## config.mk

```make
export PLATFORM = sky130hd
export DESIGN_NAME = adc_fifo_drain
export DESIGN_NICKNAME = d
export VERILOG_FILES = /design/src/rtl/adc_fifo_drain.sv
export SDC_FILE = /design/constraint.sdc
export NUM_CORES = 1
export LEC_CHECK = 0
export BUFFER_PORTS_ARGS = -buffer_cell sky130_fd_sc_hd__clkbuf_2
export CAP_MARGIN = 20
export CORE_ASPECT_RATIO = 1.4
export CORE_MARGIN = 2
export CORE_UTILIZATION = 35
export DETAILED_ROUTE_END_ITERATION = 10
export HOLD_SLACK_MARGIN = 0.15
export PLACE_DENSITY = 0.6
export SLEW_MARGIN = 20
export SYNTH_ARGS = -nofsm -noshare
export SYNTH_HDL_FRONTEND = slang
export SYNTH_SLANG_ARGS = --single-unit
```

## constraint.sdc

```tcl
create_clock -name clk -period 5 [get_ports clk]
set_input_delay 1 -clock clk [delete_from_list [all_inputs] [get_ports clk]]
set_output_delay 1 -clock clk [all_outputs]
set_load 0.02 [all_outputs]
```

## src/rtl/adc_fifo_drain.sv

```systemverilog
// Round-robin drain of per-channel ADC sample FIFOs onto a tagged valid/ready word stream.
// Keeps one sample in flight at most and records sticky per-channel FIFO overflow.
module adc_fifo_drain #(
    parameter int NUM_CHANNELS = 4,
    parameter int DATA_WIDTH   = 12,
    parameter int BURST_LEN    = 16
) (
    input  logic                            clk,
    input  logic                            rstn,
    input  logic                            enable,
    input  logic                            clear_ovf,
    output logic [$clog2(NUM_CHANNELS)-1:0] fifo_addr,
    output logic [NUM_CHANNELS-1:0]         fifo_rd_en,
    input  logic [DATA_WIDTH-1:0]           fifo_dout,
    input  logic                            fifo_not_empty,
    input  logic                            fifo_full,
    output logic [31:0]                     m_tdata,
    output logic                            m_tvalid,
    input  logic                            m_tready,
    output logic [NUM_CHANNELS-1:0]         ovf_flags
);

    localparam int PTR_W = $clog2(NUM_CHANNELS);
    localparam int BC_W  = $clog2(BURST_LEN + 1);

    typedef enum logic [2:0] {
        S_IDLE,
        S_SELECT,
        S_READ,
        S_CAPTURE,
        S_HOLD
    } state_t;

    state_t                  r_state;
    logic [PTR_W-1:0]        r_ptr;
    logic [PTR_W-1:0]        r_addr;
    logic [BC_W-1:0]         r_burst;
    logic [7:0]              r_seq [NUM_CHANNELS];
    logic [NUM_CHANNELS-1:0] r_rd_en;
    logic [NUM_CHANNELS-1:0] r_ovf;
    logic [31:0]             r_tdata;
    logic                    r_tvalid;
    logic [NUM_CHANNELS-1:0] w_ovf_set;
    logic                    w_more;

    function automatic logic [PTR_W-1:0] next_ptr(input logic [PTR_W-1:0] p);
        return (p == PTR_W'(NUM_CHANNELS - 1)) ? '0 : p + PTR_W'(1);
    endfunction

    function automatic logic [NUM_CHANNELS-1:0] onehot(input logic [PTR_W-1:0] p);
        return NUM_CHANNELS'(1) << p;
    endfunction

    // Stay on the channel only while it still has data and the burst quota is not used up
    assign w_more = enable && fifo_not_empty && (r_burst < BC_W'(BURST_LEN));

    always_ff @(posedge clk or negedge rstn) begin
        if (!rstn) begin
            r_state  <= S_IDLE;
            r_ptr    <= '0;
            r_addr   <= '0;
            r_burst  <= '0;
            r_rd_en  <= '0;
            r_tdata  <= '0;
            r_tvalid <= 1'b0;
            for (int i = 0; i < NUM_CHANNELS; i++) begin
                r_seq[i] <= '0;
            end
        end else begin
            r_rd_en <= '0;
            case (r_state)
                S_IDLE: begin
                    if (enable) begin
                        r_addr  <= r_ptr;
                        r_state <= S_SELECT;
                    end
                end
                S_SELECT: begin
                    if (!enable) begin
                        r_state <= S_IDLE;
                    end else if (fifo_not_empty) begin
                        r_rd_en <= onehot(r_ptr);
                        r_state <= S_READ;
                    end else begin
                        r_ptr  <= next_ptr(r_ptr);
                        r_addr <= next_ptr(r_ptr);
                    end
                end
                S_READ: begin
                    r_state <= S_CAPTURE;
                end
                S_CAPTURE: begin
                    r_tdata       <= {8'(r_ptr), r_seq[r_ptr], 16'(fifo_dout)};
                    r_tvalid      <= 1'b1;
                    r_seq[r_ptr]  <= r_seq[r_ptr] + 8'd1;
                    r_burst       <= r_burst + BC_W'(1);
                    r_state       <= S_HOLD;
                end
                S_HOLD: begin
                    if (r_tvalid && m_tready) begin
                        r_tvalid <= 1'b0;
                        if (w_more) begin
                            r_rd_en <= onehot(r_ptr);
                            r_state <= S_READ;
                        end else begin
                            r_burst <= '0;
                            r_ptr   <= next_ptr(r_ptr);
                            r_addr  <= next_ptr(r_ptr);
                            r_state <= enable ? S_SELECT : S_IDLE;
                        end
                    end
                end
                default: begin
                    r_state <= S_IDLE;
                end
            endcase
        end
    end

    // A set in the same cycle as a clear takes priority so no overflow event is lost
    assign w_ovf_set = (r_state != S_IDLE && fifo_full) ? onehot(r_addr) : '0;

    always_ff @(posedge clk or negedge rstn) begin
        if (!rstn) begin
            r_ovf <= '0;
        end else begin
            r_ovf <= (r_ovf & ~{NUM_CHANNELS{clear_ovf}}) | w_ovf_set;
        end
    end

    assign fifo_addr  = r_addr;
    assign fifo_rd_en = r_rd_en;
    assign m_tdata    = r_tdata;
    assign m_tvalid   = r_tvalid;
    assign ovf_flags  = r_ovf;

endmodule

```

# Word level (Yosys, flattened, before mapping)
# Cells that the tools add are included.
dict set report totals {
  ff_bits 75
}
dict set report op_classes {
  addsub 3
  n_lt_le_gt_ge 3
  eq_ne 11
  n_shift 2
  n_mux 32
  bitwise 4
  n_reduce_logical 15
}
# cell count
set ops {}
lappend ops {{bitwise mux 32 bit} 1}
lappend ops {{two-way mux 8 bit} 3}
lappend ops {{two-way mux 4 bit} 5}
lappend ops {{binary-select mux 8 bit (select 2 bit)} 1}
lappend ops {{demux 8 bit (select 2 bit)} 1}
lappend ops {{one-hot mux 3 bit (5 select lines)} 1}
lappend ops {{two-way mux 2 bit} 7}
lappend ops {{two-way mux 3 bit} 4}
lappend ops {{two-way mux 5 bit} 2}
lappend ops {{inequality test 2 bit, second input constant} 5}
lappend ops {{one-hot mux 5 bit (2 select lines)} 1}
lappend ops {{adder 8 x 1 -> 8 bit, second input constant} 1}
lappend ops {{one-hot mux 4 bit (2 select lines)} 1}
lappend ops {{<< shifter 1 x 2 -> 4 bit, first input constant} 2}
lappend ops {{== test 3 x 2 -> 1 bit, second input constant} 2}
lappend ops {{one-hot mux 2 bit (3 select lines)} 1}
lappend ops {{AND reduction 3 bit} 2}
lappend ops {{AND reduction 6 bit} 1}
lappend ops {{nonzero test 3 bit} 2}
lappend ops {{adder 5 x 1 -> 5 bit, second input constant} 1}
lappend ops {{logical AND 1 bit} 5}
lappend ops {{less-than comparator 5 bit, second input constant} 1}
lappend ops {{AND reduction 5 bit} 1}
lappend ops {{bitwise AND 4 bit} 1}
lappend ops {{16 further kinds} 18}

# Logic depth before layout (Yosys ltp)
dict set report logic_depth {
  word_depth 6
  ltp_mapped 7
  depth_no_buf 5
}

# Worst setup path after synthesis
# Ideal clock, no wire load.
dict set report synth_path {
  path_kind {input -> register}
  start {input port fifo_not_empty}
  end {register r_addr[0], in the netlist fifo_addr[0]}
  setup_time_ps 125
  t_arrival_ps 1987
  required_ps 4875
  slack_ps 2888
  path_stages 4
  n_path_buf 0
  path_cell_list {nand3b_1 > or3b_1 > a21oi_1 > mux2_2}
}
dict set report synth_via {
  elab_chain_len 4
  elab_cells_between_ends 5
  classes_between {eq/ne (2); reduce/logical (3)}
}
# item line
set synth_rtl {}
lappend synth_rtl {{start: declaration} 15} ;# input logic fifo_not_empty,
lappend synth_rtl {{logical AND 1 bit (2 in series)} 55} ;# assign w_more = enable && fifo_not_empty && (r_burst < BC_W'(BURST_LEN));
lappend synth_rtl {{inequality test 2 bit (no line)} --}
lappend synth_rtl {{AND reduction 6 bit (no line) *} --}
lappend synth_rtl {{end signal: assignment} 74} ;# r_addr <= r_ptr;
lappend synth_rtl {{end signal: assignment} 86} ;# r_addr <= next_ptr(r_ptr);
lappend synth_rtl {{end signal: assignment} 108} ;# r_addr <= next_ptr(r_ptr);
lappend synth_rtl {{end: declaration} 36} ;# logic [PTR_W-1:0] r_addr;
# Mark *: on every way between the ends. The rest lies on a longest branch, timed or not.
# A chain may end at the register's enable or synchronous reset.

# Worst setup path in the final report
dict set report layout_path {
  start {register r_state[1]}
  end {register r_seq[22] in the netlist's numbering}
}
dict set report layout_via {
  elab_chain_len 1
}
# item line
set layout_rtl {}
lappend layout_rtl {{start: declaration} 34} ;# state_t r_state;
lappend layout_rtl {{start signal: assignment} 109} ;# r_state <= enable ? S_SELECT : S_IDLE;
lappend layout_rtl {{== test 3 x 2 -> 1 bit} 71} ;# case (r_state)
lappend layout_rtl {{end signal: indexed assignment} 95} ;# r_seq[r_ptr] <= r_seq[r_ptr] + 8'd1;
lappend layout_rtl {{end: declaration} 38} ;# logic [7:0] r_seq [NUM_CHANNELS];
# No other way between the ends.

==> flow_summary_export.csv <==
group,metric,value,unit
placement,dp_slack,2.27,ns
clocking,postCtsHoldBufs,0,
floorplan,die_h,124,µm
setup_path,path_cells,"and3b_1 > nand2_1 > or4_1 > nand3_1",
run_status,status,"finished, final reports clean",
floorplan,num_rows,43,
sta,timing.final.max_slew_violations,0,
setup_path,r2r-start,"r_state[1]",
routing,drt_iter0_drc,153,
pwr,seq_power_share,41.3,%
grt,grt_pass1_wl,12.2,mm
logic_synthesis,synth_area_leaders,"dfrtp_1, nand2_1, o21ai_0, mux4_2, buf_4",
sta,finalHoldViolCount,0,
sta,worstMarginPinSlew,1.01,ns
setup_path,critPathLaunchType,"register",
routing,antenna_left,0,
logic_synthesis,yosysWarningCount,0,
floorplan,start_util,36.1,%
logic_synthesis,ys.flop_type,"dfrtp_1",
grt,grt-ovfl-total,0,
logic_synthesis,yosysTopAreaCell,"dfrtp_1",
pwr,p_int,1.41,mW
logic_synthesis,synth_area_per_cell,9.95,µm²
pwr,p_sw,0.875,mW
sta,period_needed,2.68,ns
setup_path,worstSetupPathType,"reg -> reg",
routing,drc,0,
worst_hold_path,hp-class,"in -> async",
cells_and_area,nNetsFinal,430,
routing,firstDrtPassIters,4,
clocking,post_cts_buffers,0,
logic_synthesis,ys_seq_area_share,52.3,%
logic_synthesis,syn_inst,361,
sta,setup_viol,0,
sta,rsz0062_at_grt,"no",
clocking,clk_pin_slew,0.06,ns
sta,finClkSkew,0.00568,ns
routing,totalWireLength,7.69,mm
cells_and_area,n_antenna_cell,0,
pwr,switching_share,38.3,%
cells_and_area,nFillCells,984,
logic_synthesis,synth_edf_count,0,
setup_path,rrSetupSlack,2.32,ns
cells_and_area,drive_gt1_share,21.2,%
routing,vias,2708,
sta,finalWorstSetupSlack,2.32,ns
setup_path,startpoint,"r_state[1]",
setup_path,crit_slowest_cell,"and3b_1",
floorplan,die_w,89.6,µm
clocking,root_buffer,"clkbuf_16",
logic_synthesis,ys_types,47,
logic_synthesis,syn_area,0.00359,mm²
clocking,clkLatencyLatePin,0.34,ns
cells_and_area,fin_util,41.7,%
clocking,cts-htree-levels,3,
sta,fmax,0.373,GHz
clocking,cts_max_path_buffers,2,
placement,port_buffers,51,
setup_path,cp-endpoint,"r_seq[22]",
setup_path,worstPathArrival,2.95,ns
grt,antenna_found_initial,0,
pwr,p_leak,2.03,nW
job,maxCapViolCount,0,
clocking,cts_buffers,9,
grt,grt_usage,14.5,%
sta,slew_headroom,32.6,%
pwr,p_comb_share,33.1,%
sta,finalCritPeriodShare,53.6,%
logic_synthesis,synth_top_cell_area_share,52.3,%
setup_path,crit_required,5.27,ns
floorplan,fp.dieArea,0.0111,mm²
grt,grt_pass1_vias,2553,
clocking,ctsResizeCount,0,
clocking,cts_tree,"done",
pwr,clockPowerShare,25.6,%
placement,hpwl,5.34,mm
sta,fin_setup_tns,0,ns
placement,gp_congestion,0.832,
routing,wire_per_inst,14.1,µm
setup_path,r2r_cells,4,
floorplan,ios,62,
clocking,cts.sinks,75,
grt,grt_start_max_net_pins,72,
setup_path,cp-end-kind,"register",
setup_path,reg2reg_to,"r_seq[22]",
routing,via_per_inst,4.97,
setup_path,cp_max_fo,29,
logic_synthesis,async_flop_share,100,%
setup_path,slowest_delay,0.88,ns
cells_and_area,areaGrowthSynthToFinish,15.5,%
floorplan,coreArea,0.00995,mm²
logic_synthesis,ys_ff_latch,75,
pwr,powerDensity,550,mW/mm²
pwr,ir_drop,0.141,mV
## routing by layer
metal	track usage (%)	routed length (µm)	up-vias
met1	17.3	3320	1316
met5	0	0	-
met2	24.3	3890	62
met3	2.92	264	19
li1	-	-	1311
met4	7.37	215	0
## worst max-delay path: cells and delay by family (launching register included)
family        cells  cell delay, ns
flops             1            0.52
simple gates      4            2.10
## power by group through the flow
| stage | Clock, mW | Combinational [mW] | Sequential, mW |
|---|---|---|---|
| floorplan | 0 | 0.501 | 0.990 |
| global placement | 0 | 0.752 | 0.942 |
| detailed placement | 0 | 0.761 | 0.953 |
| CTS | 0.600 | 0.767 | 0.943 |
| global route | 0.627 | 0.842 | 0.971 |
| finish | 0.584 | 0.755 | 0.944 |
## logic make-up (layout without fill, tap and decap cells)
group | count (synthesis) | count (layout) | share of synthesized area, %
multiplexers | 16 | 16 | 7.28
buffers and inverters | 39 | 79 | 6.10
flip-flops | 75 | 75 | 52.3
AND/OR/NAND/NOR | 163 | 163 | 21.5
other | 1 | 10 | 0.104
XOR/XNOR | 3 | 3 | 0.732
AO/OA/AOI/OAI | 58 | 58 | 9.93
adder cells (fa/ha/maj) | 6 | 6 | 2.09
## how the worst min path moves through the flow
stage / startpoint / end / slack (ns) / depth (start not counted)
global route: rstn / m_tvalid / 0.47 / 1
global placement: m_tdata[8] / m_tdata[8] / 0.46 / 2
detailed placement: m_tdata[5] / m_tdata[5] / 0.46 / 2
CTS: rstn / m_tvalid / 0.46 / 1
floorplan: r_seq[9] / r_seq[9] / 0.44 / 2
finish: rstn / ovf_flags[0] / 0.46 / 1
## Yosys cell counts (2+ instances only)
library cell and count:
a21oi_1 8, a31oi_1 4, and2_1 6, and2_2 4, buf_4 10, buf_6 2, clkbuf_1 14, clkbuf_8 2
dfrtp_1 75, ha_1 6, inv_1 11, mux2_2 5, mux2i_1 4, mux4_1 2, mux4_2 5, nand2_1 106
nand2b_1 4, nand3_1 11, nand3b_1 2, nor2_1 7, o211ai_1 8, o21ai_0 24, o22ai_1 2, o31ai_1 3
o32ai_1 3, or3_1 3, or4_1 9, xor2_1 2
## sequential cells by signal (all words and copies together), names as in the netlist
| register | cells |
|---|---|
| fifo_addr | 2 |
| fifo_rd_en | 4 |
| m_tdata | 22 |
| m_tvalid | 1 |
| ovf_flags | 4 |
| r_burst | 5 |
| r_ptr | 2 |
| r_seq | 32 |
| r_state | 3 |
## through the flow
stage | power [mW] | std cells | area (µm²) | hold slack (ns)
2_1_floorplan | 1.49 | 370 | 3620 | 0.440
3_3_place_gp | 1.69 | 529 | 3880 | 0.457
3_5_place_dp | 1.71 | 529 | 3880 | 0.463
4_1_cts | 2.31 | 545 | 4150 | 0.460
5_1_grt | 2.44 | 545 | 4150 | 0.467
6_report | 2.28 | 545 | 4150 | 0.463
## placed cells by master, fill, tap and decap left out, types with 4 or more instances in the layout
cell         n
clkbuf_2    50
mux4_2       5
nand2_1    106
and2_2       4
dfrtp_1     75
clkbuf_16    9
mux2i_1      4
a21oi_1      8
o211ai_1     8
nor2_1       7
inv_1       11
and2_1       6
a31oi_1      4
o21ai_0     24
ha_1         6
conb_1      10
nand3_1     11
nand2b_1     4
or4_1        9
mux2_2       5
## cell type report
cell class	count	area, µm²	area share [%]
well taps	135	169	4.07
inverters	11	41.3	0.995
multi-input cells	256	1530	36.9
repair buffers	52	263	6.33
flip-flops and latches	75	1880	45.2
clock inverters	6	40.0	0.965
clock buffers	10	229	5.52
No activity file was read; power rests on OpenSTA's default activity.
